**src/rtl/dm_wb_cache.sv**
```systemverilog
`default_nettype none
// ============================================================================
// Module  : dm_wb_cache
// Brief   : Direct-mapped, write-back, write-allocate cache with 32-byte lines
//           between a word-level core port and a 256-bit line memory port.
//           Optional macro DM_WB_CACHE_PERF_CNT_EN adds hit/miss counters.
// Revision: 1.0
// ============================================================================
module dm_wb_cache #(
    parameter int S_INDEX = 3
) (
    input  logic         clk,
    input  logic         rst,
    input  logic         mem_read,
    input  logic         mem_write,
    input  logic [3:0]   mem_byte_enable,
    input  logic [31:0]  mem_address,
    input  logic [31:0]  mem_wdata,
    output logic         mem_resp,
    output logic [31:0]  mem_rdata,
    output logic         pmem_read,
    output logic         pmem_write,
    output logic [31:0]  pmem_address,
    output logic [255:0] pmem_wdata,
    input  logic         pmem_resp,
    input  logic [255:0] pmem_rdata,
    output logic [31:0]  hit_count,
    output logic [31:0]  miss_count
);

    localparam int C_SETS = 2 ** S_INDEX;
    localparam int C_TAGW = 27 - S_INDEX;

    typedef enum logic [1:0] {
        S_IDLE = 2'd0,
        S_RESP = 2'd1,
        S_WB   = 2'd2,
        S_FILL = 2'd3
    } state_t;

    state_t              r_state;
    state_t              w_next;
    logic [C_SETS-1:0]   r_valid;
    logic [C_SETS-1:0]   r_dirty;
    logic [C_TAGW-1:0]   r_tag  [C_SETS];
    logic [255:0]        r_data [C_SETS];
    logic [31:0]         r_rdata;
    logic [26:0]         r_line;

    logic                w_req;
    logic                w_wr;
    logic [S_INDEX-1:0]  w_idx;
    logic [C_TAGW-1:0]   w_tag;
    logic [2:0]          w_word;
    logic                w_hit;
    logic [S_INDEX-1:0]  w_ridx;
    logic [C_TAGW-1:0]   w_rtag;
    logic                w_unused;

    assign w_req    = mem_read | mem_write;
    assign w_wr     = mem_write;
    assign w_idx    = mem_address[4+S_INDEX:5];
    assign w_tag    = mem_address[31:5+S_INDEX];
    assign w_word   = mem_address[4:2];
    assign w_hit    = r_valid[w_idx] && (r_tag[w_idx] == w_tag);
    // Miss address is latched so a withdrawn request cannot redirect the line transfer
    assign w_ridx   = r_line[S_INDEX-1:0];
    assign w_rtag   = r_line[26:S_INDEX];
    assign w_unused = ^mem_address[1:0];

    assign mem_resp  = (r_state == S_RESP);
    assign mem_rdata = r_rdata;

    always_comb begin
        w_next       = r_state;
        pmem_read    = 1'b0;
        pmem_write   = 1'b0;
        pmem_address = '0;
        pmem_wdata   = '0;
        case (r_state)
            S_IDLE: begin
                if (w_req) begin
                    if (w_hit)
                        w_next = S_RESP;
                    else if (r_valid[w_idx] && r_dirty[w_idx])
                        w_next = S_WB;
                    else
                        w_next = S_FILL;
                end
            end
            S_RESP: w_next = S_IDLE;
            S_WB: begin
                pmem_write   = 1'b1;
                pmem_address = {r_tag[w_ridx], w_ridx, 5'b0};
                pmem_wdata   = r_data[w_ridx];
                if (pmem_resp)
                    w_next = S_FILL;
            end
            S_FILL: begin
                pmem_read    = 1'b1;
                pmem_address = {r_line, 5'b0};
                if (pmem_resp)
                    w_next = S_IDLE;
            end
            default: w_next = S_IDLE;
        endcase
    end

    always_ff @(posedge clk) begin
        if (!rst) begin
            r_state <= S_IDLE;
            r_valid <= '0;
            r_dirty <= '0;
            r_rdata <= '0;
            r_line  <= '0;
        end else begin
            r_state <= w_next;
            if (r_state == S_IDLE && w_req) begin
                r_line <= mem_address[31:5];
                if (w_hit) begin
                    if (w_wr)
                        r_dirty[w_idx] <= 1'b1;
                    else
                        r_rdata <= r_data[w_idx][32*int'(w_word) +: 32];
                end
            end
            if (r_state == S_FILL && pmem_resp) begin
                r_valid[w_ridx] <= 1'b1;
                r_dirty[w_ridx] <= 1'b0;
            end
        end
    end

    // Tag and data arrays carry no reset; valid bits gate their use
    always_ff @(posedge clk) begin
        if (rst) begin
            if (r_state == S_IDLE && w_req && w_hit && w_wr) begin
                for (int b = 0; b < 4; b++) begin
                    if (mem_byte_enable[b])
                        r_data[w_idx][32*int'(w_word) + 8*b +: 8] <= mem_wdata[8*b +: 8];
                end
            end
            if (r_state == S_FILL && pmem_resp) begin
                r_data[w_ridx] <= pmem_rdata;
                r_tag[w_ridx]  <= w_rtag;
            end
        end
    end

`ifdef DM_WB_CACHE_PERF_CNT_EN
    logic        r_missed;
    logic [31:0] r_hits;
    logic [31:0] r_misses;

    always_ff @(posedge clk) begin
        if (!rst) begin
            r_missed <= 1'b0;
            r_hits   <= '0;
            r_misses <= '0;
        end else if (r_state == S_IDLE && w_req) begin
            if (w_hit) begin
                if (!r_missed)
                    r_hits <= r_hits + 32'd1;
                r_missed <= 1'b0;
            end else begin
                r_misses <= r_misses + 32'd1;
                r_missed <= 1'b1;
            end
        end else if (r_state == S_IDLE) begin
            r_missed <= 1'b0;
        end else if (r_state == S_FILL && pmem_resp) begin
            r_missed <= w_req;
        end
    end

    assign hit_count  = r_hits;
    assign miss_count = r_misses;
`else
    assign hit_count  = '0;
    assign miss_count = '0;
`endif

endmodule
`default_nettype wire
```
**config.mk**
```make
export PLATFORM = sky130hd
export DESIGN_NAME = dm_wb_cache
export DESIGN_NICKNAME = d
export VERILOG_FILES = /design/src/rtl/dm_wb_cache.sv
export SDC_FILE = /design/constraint.sdc
export NUM_CORES = 2
export LEC_CHECK = 0
export ABC_CLOCK_PERIOD_IN_PS = 3700
export BUFFER_PORTS_ARGS = -buffer_cell sky130_fd_sc_hd__buf_2
export CORE_MARGIN = 8
export CORE_UTILIZATION = 40
export DETAILED_ROUTE_END_ITERATION = 10
export GPL_ROUTABILITY_DRIVEN = 0
export PLACE_DENSITY = 0.59
export REMOVE_ABC_BUFFERS = 1
export SETUP_SLACK_MARGIN = 0.2
export SYNTH_ARGS = -nofsm -noshare
export SYNTH_HDL_FRONTEND = slang
export SYNTH_SLANG_ARGS = --single-unit
```
**constraint.sdc**
```tcl
create_clock -name clk -period 3.7 [get_ports clk]
set_input_delay 0 -clock clk [delete_from_list [all_inputs] [get_ports clk]]
set_output_delay 0 -clock clk [all_outputs]
set_load 0.02 [all_outputs]
```
==> run_results.csv <==
group,metric,value,unit
outcome,status,"completed",
global_routing,grt_remaining_overflow,0,
route,via_per_inst,6.17,
min_path,hold_start,"mem_address[14]",
finish,n_fill_cell,23100,
placed_design,port_buffers,644,
floorplanning,die_w,544,µm
floorplanning,num_io_pins,716,
critical_path,worstPathArrival,3.92,ns
finish,drive_gt1_frac,0.398,
synthesis,synth_top_area_frac,0.604,
synthesis,ys_seq_elements,2320,
critical_path,cp_slowest_cell,"mux4_2",
critical_path,critPathTopFamily,"buffers and inverters",
clocking,cts_buffers,270,
clocking,htreeDepth,5,
power_and_ir_drop,sw_frac_of_total,0.254,
placed_design,place_hpwl,263000,µm
sta,worst_slew_pin_slew,1.21,ns
synthesis,synth_flop_cell,"edfxtp_1",
global_routing,grt_pass1_wl,548000,µm
global_routing,gr-usage-all-layers,0.261,
power_and_ir_drop,p_switching,16.2,mW
flow_run,cap_viol_max_count,0,
synthesis,async_flop_share,0,
clocking,clock_sinks,2320,
critical_path,rr_endpoint,"r_data[2][243]",
finish,regArea,68900,µm²
floorplanning,start_util,0.401,
critical_path,worst-setup-path-type,"flip-flop to flip-flop",
synthesis,netlist_instances,6120,
synthesis,synth_area_leaders,"edfxtp_1, mux4_2, mux2i_1",
min_path,hold_depth,4,
min_path,whs_endpoint,"r_line[9]",
critical_path,path_common_cell,"buf_4",
power_and_ir_drop,combPwrFrac,0.131,
route,first_pass_iters,5,
power_and_ir_drop,leakage,41.4,nW
critical_path,path_buf_inv,6,
synthesis,yosysSeqAreaShare,0.618,
power_and_ir_drop,power,63.6,mW
global_routing,grt_max_degree,114,
sta,fin_worst_skew,0.0967,ns
route,wire_per_inst,34.9,µm
critical_path,worstSetupEndpointType,"flip-flop",
route,postRouteAntennaNets,0,
floorplanning,core-area,278000,µm²
sta,fin_hold_ws,0.0583,ns
critical_path,critPathRequiredTime,4.22,ns
sta,fin_tns_setup,0,ns
critical_path,path_cells,"mux4_2 > mux2i_1 > xor2_1 > buf_4 > nand3b_1 > nor4_2 > buf_4 > nand4_1 > buf_4 > buf_12 > buf_6 > o21ai_0 > buf_4",
global_routing,grt_pass1_vias,71900,
sta,final_hold_viol_count,0,
critical_path,r2r_setup_slack,0.30,ns
sta,relSlewSlack,0.191,
finish,layout.nets,7913,
sta,drv_slew,0,
global_routing,antenna_found_initial,54,
synthesis,syn-cell-area,111000,µm²
critical_path,slowest_delay,0.48,ns
synthesis,ys_types,57,
clocking,clk_path_buf_depth,4,
route,drc_errors,0,
route,drtIter0Drc,9669,
power_and_ir_drop,pwr-share-seq,0.456,
floorplanning,die_area,296000,µm²
clocking,clockRootBuffer,"clkbuf_16",
sta,fmax,0.294,GHz
synthesis,synth_edf_count,2240,
clocking,clock_latency,0.87,ns
clocking,cts_tree,"yes",
route,wirelength,403000,µm
floorplanning,die_h,544,µm
power_and_ir_drop,clock_power_share,0.412,
power_and_ir_drop,peakVddDrop,0.000387,V
sta,final-setup-viol-count,0,
finish,areaGrowthSynthToFinish,22.1,%
power_and_ir_drop,internal_power,47.4,mW
clocking,clkTransAtPathRegs,0.06,ns
finish,multi_input_area,40600,µm²
critical_path,start_kind,"flip-flop",
sta,period_needed,3.40,ns
synthesis,syn_area_per_cell,18.2,µm²
route,vias,71200,
floorplanning,row_count,194,
sta,rsz0062_at_grt,"true",
synthesis,ys_warn_count,0,
critical_path,rr_worst_depth,13,
min_path,worstHoldPathType,"primary input to flip-flop",
synthesis,yosysTopAreaCell,"edfxtp_1",
power_and_ir_drop,p_per_area,467,nW/µm²
critical_path,reg2reg_from,"r_tag[7][2]",
sta,finalCritPeriodShare,0.919,
critical_path,cp_max_fo,11,
-- kinds of logic (layout without fill, tap and decap cells) --
kind of cell / Yosys count / count (layout) / share of synthesized area
and+or+nand+nor: 838 / 838 / 0.0317
other: 1 / 117 / 0.0000336
AOI/OAI and AO/OA: 725 / 725 / 0.0425
adders and majority gates: 6 / 6 / 0.000674
xor gates and xnor gates: 12 / 12 / 0.000943
muxes: 1602 / 1602 / 0.282
DFF: 2320 / 2320 / 0.618
buffers and inverters: 616 / 2200 / 0.0248
-- power by group through the flow --
stage               logic (mW)  clock network [mW]  registers (mW)
global route              8.75                27.5            29.0
finish                    8.35                26.2            29.0
floorplan                 5.64                   0            30.0
detailed placement        8.05                   0            29.5
CTS                       8.36                26.6            29.0
global placement          8.01                   0            29.5
-- state kept, by name, indices dropped and copies added, names as in the netlist, named ones only --
| name | cells |
|---|---|
| mem_rdata | 32 |
| r_data | 2048 |
| r_dirty | 8 |
| r_line | 27 |
| r_state | 2 |
| r_tag | 192 |
| r_valid | 8 |
-- metal layers --
metal	routed length, µm	global-route usage	vias up
li1	-	-	28600
met1	151000	0.343	37200
met2	186000	0.405	4614
met3	45400	0.0735	729
met4	20200	0.124	14
met5	90	0	-
-- final cells by class --
type                    instances  share of cell area
clock inverters               126              0.0104
diodes                         48            0.000883
repair buffers               1719              0.0968
inverters                      15            0.000469
well taps                    3724              0.0342
clock buffers                 340              0.0524
multi-input cells            3252               0.298
flip-flops and latches       2320               0.506
-- metrics by stage --
step	setup WS [ns]	util	instances	cell area [µm²]
finish	0.301	0.489	11500	136000
detailed placement	-0.126	0.443	10700	123000
CTS	0.211	0.486	11500	135000
floorplan	-20.98	-	5587	109000
global placement	-0.0995	0.443	10700	123000
global route	0.107	0.489	11500	136000
-- Yosys cell counts, drive strengths merged (16+ instances only) --
master,instances
nor2,301
mux2,21
clkbuf,328
mux2i,357
o21ai,318
mux4,1224
nand2,373
nor3,17
edfxtp,2240
nand3,31
o22ai,16
o31ai,192
buf,273
dfxtp,80
a22o,133
a21oi,31
and2,32
nand4,23
-- timing repair --
action                                  4_1_cts  5_1_grt
pin swaps                                     2        7
hold buffers                                338        0
buffers inserted                              2       11
gates resized for setup                       5      116
endpoints found under the setup margin       40     2582
cloned                                        1        6
endpoints found under the hold margin      2128        0
-- worst max-delay path by stage --
stage                         startpoint        endpoint  cells after the start
after global placement    mem_address[5]  r_data[7][164]                     12
after CTS                   r_tag[6][14]  r_data[7][203]                     10
after detailed placement  mem_address[5]  r_data[7][164]                     12
after global routing         r_tag[3][2]  r_data[2][126]                     13
after floorplan                flip-flop   pmem_wdata[0]                      3
final                        r_tag[7][2]  r_data[2][243]                     13
-- cells in the final DEF, fill, tap and decap left out, drive strengths merged, types with 21 or more instances in the layout --
cell type	synthesis	layout
conb	1	69
clkbuf	328	345
o21ai	318	318
nand2	373	373
a21oi	31	31
dlygate4sd3	0	338
bufinv	0	24
mux2i	357	357
and2	32	32
nor2	301	301
clkinv	1	84
o31ai	192	192
a22o	133	133
buf	273	1375
mux4	1224	1224
edfxtp	2240	2240
nand3	31	31
diode	0	48
inv	14	26
dfxtp	80	80
nand4	23	23
mux2	21	21
-- worst register-to-register path, delay by kind of cell (launching register included) --
kind	cells	cell delay, ns
compound gates	1	0.18
xor+xnor	1	0.18
buf+inv	6	1.17
flops	1	0.38
mux	2	0.67
simple gates	3	0.54
Note: power is estimated with default switching activity, not from simulation.
